**config.mk**
```make
export PLATFORM = sky130hd
export DESIGN_NAME = servo_rx
export DESIGN_NICKNAME = d
export VERILOG_FILES = /design/src/rtl/servo_pkg.sv /design/src/rtl/servo_rx_channel.sv /design/src/rtl/servo_rx.sv
export SDC_FILE = /design/constraint.sdc
export NUM_CORES = 1
export LEC_CHECK = 0
export CORE_MARGIN = 8
export CORE_UTILIZATION = 40
export CTS_BUF_LIST = sky130_fd_sc_hd__clkbuf_8
export CTS_CLUSTER_DIAMETER = 100
export DETAILED_ROUTE_END_ITERATION = 10
export PLACE_DENSITY = 0.7
export SYNTH_ARGS = -nofsm -noshare
export SYNTH_HDL_FRONTEND = slang
export SYNTH_HIERARCHICAL = 1
export SYNTH_SLANG_ARGS = --single-unit
export TNS_END_PERCENT = 10
```
**constraint.sdc**
```tcl
create_clock -name clk_i -period 1.9 [get_ports clk_i]
set_input_delay 0.19 -clock clk_i [delete_from_list [all_inputs] [get_ports clk_i]]
set_output_delay 0.19 -clock clk_i [all_outputs]
set_load 0.01 [all_outputs]
```
**src/rtl/servo_pkg.sv**
```systemverilog
// Constants and channel state encodings shared by the servo PWM link (tx and rx ends).
package servo_pkg;

  localparam int RESOLUTION = 8;
  localparam int ADDR_W     = 2;
  localparam int BASE_TICKS = 2**RESOLUTION;
  localparam int OVER_LIMIT = 2**(RESOLUTION+1);

  typedef enum logic [1:0] {
    ST_IDLE     = 2'd0,
    ST_HIGH     = 2'd1,
    ST_WAIT_LOW = 2'd2
  } chan_state_e;

endpackage

```
**src/rtl/servo_rx_channel.sv**
```systemverilog
// One servo input: synchronizer, edge detect, pulse-width FSM and tick-to-position conversion.
module servo_rx_channel
  import servo_pkg::*;
#(
  parameter int Resolution = RESOLUTION
) (
  input  logic                  clk_i,
  input  logic                  rst_i,
  input  logic                  tick_i,
  input  logic                  in_i,
  output logic                  cap_o,
  output logic [Resolution-1:0] value_o,
  output logic                  err_o
);

  localparam int              CW       = Resolution + 2;
  localparam logic [CW-1:0]   Base     = CW'(2**Resolution);
  localparam logic [CW-1:0]   LastTick = CW'(2**(Resolution+1) - 1);

  logic [1:0]  sync_q;
  logic        prev_q;
  logic [2:0]  vld_pipe_q;
  logic        rise, fall;
  chan_state_e state_q, state_d;
  logic [CW-1:0] cnt_q, cnt_d;

  // Edges are only trusted once the sync chain and prev flop hold real samples,
  // so an input already high at reset release is not mistaken for a rising edge.
  assign rise = vld_pipe_q[2] &  sync_q[1] & ~prev_q;
  assign fall = vld_pipe_q[2] & ~sync_q[1] &  prev_q;

  always_ff @(posedge clk_i or posedge rst_i) begin
    if (rst_i) begin
      sync_q     <= '0;
      prev_q     <= 1'b0;
      vld_pipe_q <= '0;
      state_q    <= ST_IDLE;
      cnt_q      <= '0;
    end else begin
      sync_q     <= {sync_q[0], in_i};
      prev_q     <= sync_q[1];
      vld_pipe_q <= {vld_pipe_q[1:0], 1'b1};
      state_q    <= state_d;
      cnt_q      <= cnt_d;
    end
  end

  always_comb begin
    state_d = state_q;
    cnt_d   = cnt_q;
    case (state_q)
      ST_IDLE: if (rise) begin
        state_d = ST_HIGH;
        cnt_d   = '0;
      end
      ST_HIGH: begin
        if (fall) begin
          state_d = ST_IDLE;
        end else if (tick_i) begin
          if (cnt_q == LastTick) state_d = ST_WAIT_LOW;
          cnt_d = cnt_q + CW'(1);
        end
      end
      ST_WAIT_LOW: if (fall) state_d = ST_IDLE;
      default: state_d = ST_IDLE;
    endcase
  end

  always_comb begin
    cap_o   = (state_q == ST_HIGH) && fall && (cnt_q != '0);
    err_o   = (state_q == ST_HIGH) && !fall && tick_i && (cnt_q == LastTick);
    value_o = (cnt_q < Base) ? '0 : Resolution'(cnt_q - Base);
  end

endmodule

```
**src/rtl/servo_rx.sv**
```systemverilog
// Multi-channel servo pulse-width receiver: per-channel decoders feeding a host-readable bank.
module servo_rx
  import servo_pkg::*;
#(
  parameter int Resolution   = RESOLUTION,
  parameter int AddressWidth = ADDR_W,
  parameter int Channels     = 2**AddressWidth
) (
  input  logic                    clk_i,
  input  logic                    rst_i,
  input  logic                    ce_i,
  input  logic [AddressWidth-1:0] addr_i,
  input  logic                    servoclock_i,
  input  logic [Channels-1:0]     in_i,
  output logic [Resolution-1:0]   data_o,
  output logic [Channels-1:0]     valid_o,
  output logic [Channels-1:0]     error_o
);

  logic [2:0]                           sck_q;
  logic                                 tick;
  logic [Channels-1:0]                  cap, err;
  logic [Channels-1:0][Resolution-1:0]  value;
  logic [Channels-1:0][Resolution-1:0]  bank_q, bank_d;
  logic [Channels-1:0]                  valid_q, valid_d, error_q, error_d;
  logic [Resolution-1:0]                data_q;

  assign tick = sck_q[1] & ~sck_q[2];

  for (genvar g = 0; g < Channels; g++) begin : g_ch
    servo_rx_channel #(.Resolution(Resolution)) u_ch (
      .clk_i  (clk_i),
      .rst_i  (rst_i),
      .tick_i (tick),
      .in_i   (in_i[g]),
      .cap_o  (cap[g]),
      .value_o(value[g]),
      .err_o  (err[g])
    );
  end

  // A capture overrides a same-cycle read clear so a fresh sample is never lost.
  always_comb begin
    bank_d  = bank_q;
    valid_d = valid_q;
    error_d = error_q | err;
    if (ce_i) valid_d[addr_i] = 1'b0;
    for (int i = 0; i < Channels; i++) begin
      if (cap[i]) begin
        bank_d[i]  = value[i];
        valid_d[i] = 1'b1;
      end
    end
  end

  always_ff @(posedge clk_i or posedge rst_i) begin
    if (rst_i) begin
      sck_q   <= '0;
      bank_q  <= '0;
      valid_q <= '0;
      error_q <= '0;
      data_q  <= '0;
    end else begin
      sck_q   <= {sck_q[1:0], servoclock_i};
      bank_q  <= bank_d;
      valid_q <= valid_d;
      error_q <= error_d;
      data_q  <= bank_q[addr_i];
    end
  end

  assign data_o  = data_q;
  assign valid_o = valid_q;
  assign error_o = error_q;

endmodule

```
Word-level counts from Yosys, hierarchy flattened --
Cells that the tools add are included.
Operators by class: $add $sub $neg 8, order comparisons 6, equal/unequal tests 36, muxes and demuxes 53, bitwise gates (word level) 29, reductions and logical operators 49
Operators by type and width (number):
- $mux W10 | 12
- $pmux W10 S2 | 4
- $add A10 B1 Y10 const B | 4
- $eq A10 B9 Y1 const B | 4
- $lt A10 B9 Y1 const B | 4
- $mux W2 | 20
- $mux W8 | 5
- $reduce_bool A10 Y1 | 4
- $reduce_and A4 Y1 | 8
- $sub A8 B1 Y8 const B | 4
- $pmux W2 S3 | 4
- $logic_and A1 B1 Y1 | 21
- $ne A2 B1 Y1 const B | 9
- $and A1 B1 Y1 | 17
- $bmux W8 S2 | 1
- $reduce_bool A2 Y1 | 8
- $ne A3 B1 Y1 const B | 5
- $ne A2 B2 Y1 const B | 7
- $ne A3 B2 Y1 const B | 3
- $not A1 Y1 | 9
- $eq A2 B1 Y1 const B | 4
- $eq A2 B2 Y1 const B | 4
- $logic_not A2 Y1 | 4
- $mux W1 | 5
- 8 further kinds | 11
Word-level totals: register bits after elaboration 123, input port bits 10, output and inout port bits 16, logic and storage cells 212

Depth between registers and ports, before layout --
Gate-level depths: netlist of run 1.
depth after elaboration 8, mapped depth 7, mapped depth without buffers 6

Cells and area by module --
Netlist of run 1, hierarchy kept.
By module, submodules not included:
- servo_rx_channel | instances 4, cells an instance 100, area each 952.2 um^2, seq. area each 450.4 um^2
- servo_rx | instances 1, cells an instance 111, area each 1976.9 um^2, seq. area each 1276.2 um^2

Least setup slack after synthesis of run 1 --
No wires, ideal clock.
path type register -> register, start register sck_q[2], end register g_ch[0].u_ch.cnt_q[8], setup time 0.078 ns, arrival time 1.836 ns, required time 1.822 ns, slack -0.014 ns, stages on the path, launching flop included 7, buffers on the path 1, clock period less this slack 1.914 ns, cells stage by stage dfrtp_1 nor2b_1 and3_1 a211oi_1 buf_2 or4b_2 a21oi_1
Between the ends: cells in the longest elaborated chain, start to end 4
Ends and longest elaborated chain:
- from (decl) | line servo_rx.sv:20 | logic [2:0] sck_q;
- from (signal assigned) | line servo_rx.sv:64 | sck_q <= {sck_q[1:0], servoclock_i};
- $not A1 Y1 | line servo_rx.sv:28 | assign tick = sck_q[1] & ~sck_q[2];
- $and A1 B1 Y1 | line servo_rx.sv:28
- via tick | line servo_rx.sv:21 | logic tick;
- $ne A2 B1 Y1 (no line)
- $reduce_and A4 Y1 (no line)
- to (signal assigned) | line servo_rx_channel.sv:44 | cnt_q <= cnt_d;
- to (decl) | line servo_rx_channel.sv:25 | logic [CW-1:0] cnt_q, cnt_d;
The timed path passes the listed nets, and every way through them passes these cells. A chain may end at the register's enable or synchronous reset.

Worst setup path after layout of run 1 --
start register sck_q[2], end register g_ch[3].u_ch.cnt_q[8]
Between the ends: cells in the longest elaborated chain, start to end 4
Ends and longest elaborated chain (line):
- $not A1 Y1 | servo_rx.sv:28
- $and A1 B1 Y1 | servo_rx.sv:28
- via tick | servo_rx.sv:21
- $ne A2 B2 Y1 (no line)
- $reduce_and A4 Y1 (no line)
- to (signal assigned) | servo_rx_channel.sv:44
- to (decl) | servo_rx_channel.sv:25
The timed path passes the listed nets, and every way through them passes these cells.

==> flow_summary_export.csv, run 1 <==
group,metric,value,unit
power,power.share.switching,27.7,%
place,dpl.hpwl,8.54,mm
routing,wirelength,12.5,mm
worst_setup_path,slowest_stage,"or4b_2",
finish,multi_input_area,2620,um2
routing,viasPerCell,5.51,
sta,post-route-min-period,1.89,ns
power,clkPwrFrac,35.1,%
synth,synth-xor-area-share,0,%
synth,synthesis.nets,529,
global_route,grt_pass1_vias,4192,
worst_setup_path,cpPeakStageDelay,0.60,ns
worst_setup_path,rr_startpoint,"sck_q[2]",
worst_setup_path,critPathLaunchType,"register",
power,power,0.00668,W
clocking,cts_root_buf,"clkbuf_8",
synth,syn_inst,511,
routing,drc,0,
sta,slew_viol_final,0,
worst_hold_path,hp-class,"input pin to async pin",
place,gp_congestion,0.864,
sta,hold_viol,0,
synth,synth_mux_area_share,9.86,%
worst_setup_path,critical_path_buf_inv_count,2,
routing,vias,4296,
sta,grt_setup_unrepaired,"true",
sta,setup_viol,0,
power,vdd_drop_max,0.000447,V
finish,fill_cells,1242,
sta,period_share,99.7,%
floorplan,num_rows,44,
clocking,clk_pin_slew,0.07,ns
floorplan,die_y,136,um
routing,drtPass1Iterations,5,
synth,synth.largest_area_cell,"dfrtp_1",
job,cap_viol_max_count,0,
synth,yosysWarnings,6,
global_route,overflow,0,
worst_setup_path,r2r_cells,7,
synth,yosys_most_used_dff,"dfrtp_1",
synth,synthDominantCellAreaShare,53.2,%
clocking,clk_path_buf_depth,2,
worst_setup_path,critPathRequiredTime,2.26,ns
routing,drtIter0Drc,374,
worst_setup_path,crit_fanout,14,
synth,synthSimpleGateAreaFrac,22.1,%
routing,wl_per_cell,16.1,um
routing,ant_nets,0,
finish,area_growth,21.8,%
floorplan,coreArea,14300,um2
finish,n_antenna_cell,0,
synth,netlist_area,5790,um2
clocking,numCtsBuffers,17,
power,p_seq_share,44.7,%
global_route,track_usage,13.9,%
clocking,cts_tree,"done",
synth,synth_edf_count,0,
place,port_buffers,25,
worst_setup_path,critical_path_class,"register to register",
power,p_sw,0.00185,W
finish,seq_area,3080,um2
global_route,grt_pass1_wl,20.5,mm
global_route,grt_max_degree,47,
worst_setup_path,cp.arrival,2.26,ns
synth,yosysSeqAreaShare,53.2,%
power,internal_power,0.00483,W
synth,synth.avg_cell_area,11.3,um2
worst_setup_path,critPathTopFamily,"simple AND/OR/NAND/NOR gates",
synth,ys_seq_elements,123,
worst_setup_path,path_cells,"nor2b_4 > buf_6 > and3_1 > a211oi_1 > buf_4 > or4b_2 > a21oi_1",
synth,yosys.area_share.adder,1.73,%
worst_setup_path,reg2reg_setup_slack,0.006,ns
worst_setup_path,reg2reg_to,"g_ch[3].u_ch/cnt_q[8]",
synth,synth-compound-area-share,9.95,%
clocking,insertion_delay,0.44,ns
floorplan,start_util,40.4,%
synth,ys_types,35,
clocking,cts_hold_buf,0,
synth,synth_area_leaders,"dfrtp_1 53%, mux2_2 6.2%, nor2b_1 4.0%, mux4_1 3.6%, a21oi_1 3.1%",
global_route,antenna_found_initial,0,
floorplan,dieArea,18600,um2
floorplan,io_pins,26,
finish,drive_gt1_share,26.1,%
worst_setup_path,setup.worst_path.end_class,"register",
floorplan,die_w,136,um
sta,clock_skew,0.00726,ns
synth,synth_top_family_by_area,"simple AND/OR/NAND/NOR gates",
finish,nets,602,
clocking,numClockSinks,123,
power,power_density,948,nW/um2
status,status,"finished clean",
clocking,cts.htree.levels,4,
synth,synth-async-reset-ratio,100,%
power,leakage,3.12,nW
sta,whs,0.143,ns
sta,fmax,528,MHz
power,power_frac_comb,20.2,%
-- layer usage --
metal	vias to the layer above	wire length [um]	GRT usage (%)	part of all wire, %
met5	-	0	0	0
met4	0	212	6.04	1.7
met3	18	603	3.66	4.8
met2	116	5880	21.2	47
met1	2132	5810	18.3	46
li1	2030	-	-	-
-- flip-flops by register name, indices dropped and copies added (netlist names) --
signal and flops:
g_ch.u_ch/vld_pipe_q 12, g_ch.u_ch/prev_q 4, bank_q 32, sck_q 3, valid_o 4, error_o 4, g_ch.u_ch/cnt_q 40, data_o 8
g_ch.u_ch/sync_q 8, g_ch.u_ch/state_q 8
-- final cells by class --
class / count / share of cell area, %
Sequential cell: 123 / 43.7
Multi-Input combinational cell: 349 / 37.1
Clock buffer: 20 / 3.91
Clock inverter: 10 / 1.78
Tap cell: 184 / 3.27
Timing Repair Buffer: 76 / 9.34
Inverter: 17 / 0.906
-- power by group through the flow --
stage	Sequential (W)	Combinational [W]	Clock (W)
3_5_place_dp	0.00304	0.00127	0
6_report	0.00299	0.00135	0.00234
2_1_floorplan	0.00308	0.000638	0
3_3_place_gp	0.00302	0.00122	0
4_1_cts	0.00299	0.00129	0.00240
5_1_grt	0.00302	0.00149	0.00251
-- placed cells by master, fill, tap and decap left out, types with 9 or more instances in the layout --
cell | synthesis | routed
nor2b_1 | 37 | 36
a21oi_1 | 36 | 29
mux2_2 | 32 | 32
nand2_1 | 24 | 24
inv_1 | 17 | 18
o31ai_1 | 20 | 20
or3_1 | 12 | 12
clkdlybuf4s50_1 | 0 | 25
nor2_1 | 20 | 20
nand4b_1 | 12 | 12
dfrtp_1 | 123 | 122
or4_1 | 20 | 17
clkbuf_8 | 0 | 20
o21ai_0 | 24 | 24
nand3_1 | 9 | 9
buf_4 | 0 | 45
-- per-stage QoR --
stage | setup slack (ns) | cells | utilization (%) | instance area [um2] | setup TNS (ns)
4_1_cts | -0.00400 | 770 | 48.2 | 6890 | -0.00400
2_1_floorplan | 0.107 | 511 | - | 5790 | 0
6_report | 0.00595 | 779 | 49.2 | 7050 | 0
5_1_grt | -0.0759 | 779 | 49.2 | 7050 | -0.240
3_5_place_dp | 0.00728 | 740 | 45.3 | 6490 | 0
3_3_place_gp | 0.0404 | 740 | 45.3 | 6490 | 0
-- Yosys cell counts (13+ instances only) --
| cell type | instances |
|---|---|
| a21oi_1 | 36 |
| buf_2 | 13 |
| dfrtp_1 | 123 |
| inv_1 | 17 |
| mux2_2 | 32 |
| nand2_1 | 24 |
| nor2_1 | 20 |
| nor2b_1 | 37 |
| o21ai_0 | 24 |
| o31ai_1 | 20 |
| or4_1 | 20 |
-- what timing repair did --
item,4_1_cts,5_1_grt
endpoints found under the setup margin,1,47
resized for setup,1,25
setup buffers,0,7
pin swaps,0,5
cloned,0,2
-- logic make-up (layout without fill, tap and decap cells) --
logic type               Yosys count  after routing
AO/OA/AOI/OAI                     96             96
flip-flops                       123            123
other                              4              4
multiplexers                      40             40
adder cells (fa/ha/maj)            8              8
AND/OR/NAND/NOR                  201            201
buffers and inverters             39            123
-- worst reg2reg max path: stages (launching register included) --
cell and delay (ns):
dfrtp_1 0.40, nor2b_4 0.15, buf_6 0.13, and3_1 0.15, a211oi_1 0.05, buf_4 0.18, or4b_2 0.60, a21oi_1 0.16
-- how the worst max path moves through the flow --
stage	start	end	cells after the start
2_1_floorplan	sck_q[2]	g_ch[0].u_ch/cnt_q[8]	6
3_3_place_gp	sck_q[2]	g_ch[3].u_ch/cnt_q[8]	7
3_5_place_dp	sck_q[2]	g_ch[2].u_ch/cnt_q[8]	7
4_1_cts	sck_q[2]	g_ch[2].u_ch/cnt_q[8]	7
5_1_grt	sck_q[2]	g_ch[3].u_ch/cnt_q[8]	7
6_report	sck_q[2]	g_ch[3].u_ch/cnt_q[8]	7
(Power assumes the default switching activity.)
==> inputs of run 2 (changes only) <==
TNS_END_PERCENT = 50   (was 10)
==> run 2 against run 1 <==
Net effect:
- global-route usage is the same
- core utilization grew 0.25 points
- hold slack gained 0.0045 ns
- power grew 0.16%
- critical path depth grew 1
- critical path type unchanged
- largest cell class unchanged
==> flow_summary_export.csv, run 2 (synthesis gave the netlist of run 1 again) <==
group,metric,value,unit
status,status,"finished clean",
power,leakage,3.13,nW
floorplan,dieArea,18600,um2
worst_setup_path,critPathTopFamily,"simple AND/OR/NAND/NOR gates",
finish,drive_gt1_share,27.0,%
place,placed_cell_area,6490,um2
worst_setup_path,slowest_stage,"or4_4",
worst_setup_path,rr_startpoint,"sck_q[2]",
global_route,grt_max_degree,47,
sta,worst_slack,0.0206,ns
routing,ant_nets,0,
routing,wirelength,12.6,mm
worst_setup_path,path_cells,"nor2b_4 > buf_6 > and3_1 > a211oi_1 > buf_4 > buf_6 > or4_4 > a21oi_2",
place,port_buffers,25,
finish,n_antenna_cell,0,
clocking,cts_tree,"done",
worst_setup_path,critical_path_buf_inv_count,3,
sta,post-route-min-period,1.88,ns
power,power_density,945,nW/um2
worst_setup_path,cp-startpoint,"sck_q[2]",
finish,regMostFlops,"g_ch.u_ch/cnt_q",
power,vdd_drop_max,0.000444,V
sta,setup_viol,0,
worst_setup_path,setup.worst_path.end_class,"register",
finish,mostFrequentLayoutCells,"122 x dfrtp_1, 45 x buf_4, 36 x nor2b_1, 32 x mux2_2, 28 x a21oi_1",
worst_hold_path,hp-class,"input pin to async pin",
finish,largest_reg_flops,40,
global_route,overflow,0,
job,cap_viol_max_count,0,
routing,wl_per_cell,16.2,um
global_route,grt_pass1_vias,4192,
clocking,numCtsBuffers,17,
sta,slew_viol_final,0,
finish,design_area,7080,um2
floorplan,die_w,136,um
sta,period_share,98.9,%
clocking,cts.htree.levels,4,
worst_setup_path,critical_path_class,"register to register",
place,dpl.hpwl,8.54,mm
worst_setup_path,critPathLaunchType,"register",
floorplan,num_rows,44,
place,place_ws,0.00728,ns
global_route,antenna_found_initial,0,
worst_setup_path,r2r_cells,8,
place,gp_congestion,0.864,
worst_setup_path,crit_fanout,12,
finish,final_common_cell,"dfrtp_1",
worst_setup_path,cp_num_cells,8,
routing,drtIter0Drc,341,
routing,drc,0,
sta,clock_skew,0.00866,ns
worst_setup_path,worst_path_most_repeated_cell,"buf_6",
finish,nets,603,
finish,top_regs,"g_ch.u_ch/cnt_q: 40 flops, bank_q: 32 flops, g_ch.u_ch/vld_pipe_q: 12 flops",
finish,area_growth,22.4,%
clocking,cts_root_buf,"clkbuf_8",
routing,vias,4313,
clocking,clk_path_buf_depth,2,
worst_setup_path,critPathRequiredTime,2.26,ns
sta,grt_setup_unrepaired,"true",
routing,viasPerCell,5.53,
global_route,grt_pass1_wl,20.5,mm
routing,drtPass1Iterations,4,
global_route,track_usage,13.9,%
worst_setup_path,cpPeakStageDelay,0.48,ns
sta,fmax,532,MHz
sta,hold_viol,0,
clocking,insertion_delay,0.44,ns
clocking,clk_pin_slew,0.07,ns
worst_setup_path,cp.arrival,2.24,ns
sta,whs,0.148,ns
floorplan,coreArea,14300,um2
floorplan,die_y,136,um
floorplan,start_util,40.4,%
floorplan,io_pins,26,
clocking,numClockSinks,123,
[run 2: changes by cell type in the layout (fill, tap and decap cells not counted), sizes merged]
cell,previous run,this run
clkdlybuf4s15,1,2
[run 2: repair_timing]
| action | in CTS | in global routing |
|---|---|---|
| pin swaps | 0 | 7 |
| cloned | 0 | 3 |
| gates resized for setup | 1 | 31 |
| setup endpoints to repair | 1 | 47 |
| hold buffers | 0 | 0 |
| setup buffers | 0 | 7 |
| hold endpoints to repair | 0 | 0 |
[run 2: worst register-to-register path, delay by kind of cell (launching register included)]
family          cells  cell delay (ns)
buf+inv             3             0.45
compound gates      2             0.18
flops               1             0.40
simple gates        3             0.78
[run 2: final cells by class]
type                       count  area, um2
clock buffer                  20        275
clock inverter                10        125
fill                        1239       7230
inverter                      17       63.8
multi-input combinational    349       2640
sequential                   123       3080
tap                          184        230
timing repair buffer          77        669
[run 2: layer usage]
layer | global-route usage [%] | up-vias | wire (um)
li1 | - | 2032 | -
met1 | 18.3 | 2165 | 5940
met2 | 21.2 | 99 | 5910
met3 | 3.66 | 17 | 557
met4 | 6.04 | 0 | 208
met5 | 0 | - | 0
[run 2: worst paths after layout]
check / slack (ns) / endpoint
worst max register to register: 0.02 / g_ch[2].u_ch/cnt_q[4]
worst min-delay path: 0.15 / sck_q[2]
max in group asynchronous: 1.27 / bank_q[29]
worst min register to register: 0.35 / sck_q[1]
worst max-delay path: 0.02 / g_ch[2].u_ch/cnt_q[4]
min in group clk_i: 0.19 / g_ch[0].u_ch/sync_q[0]
[run 2: power by group]
part           leakage, nW  internal [W]  switching, W
clock network        0.213       0.00137      0.000974
registers             1.64       0.00282      0.000169
logic                 1.28      0.000648      0.000714
total                 3.13       0.00484       0.00186
[run 2: metrics by stage]
| step | std cells | util (%) | setup TNS (ns) | power (W) |
|---|---|---|---|---|
| 2_1_floorplan | 511 | - | 0 | 0.00372 |
| 3_3_place_gp | 740 | 45.3 | 0 | 0.00424 |
| 3_5_place_dp | 740 | 45.3 | 0 | 0.00431 |
| 4_1_cts | 770 | 48.2 | -0.00400 | 0.00667 |
| 5_1_grt | 780 | 49.5 | -0.162 | 0.00704 |
| 6_report | 780 | 49.5 | 0 | 0.00669 |
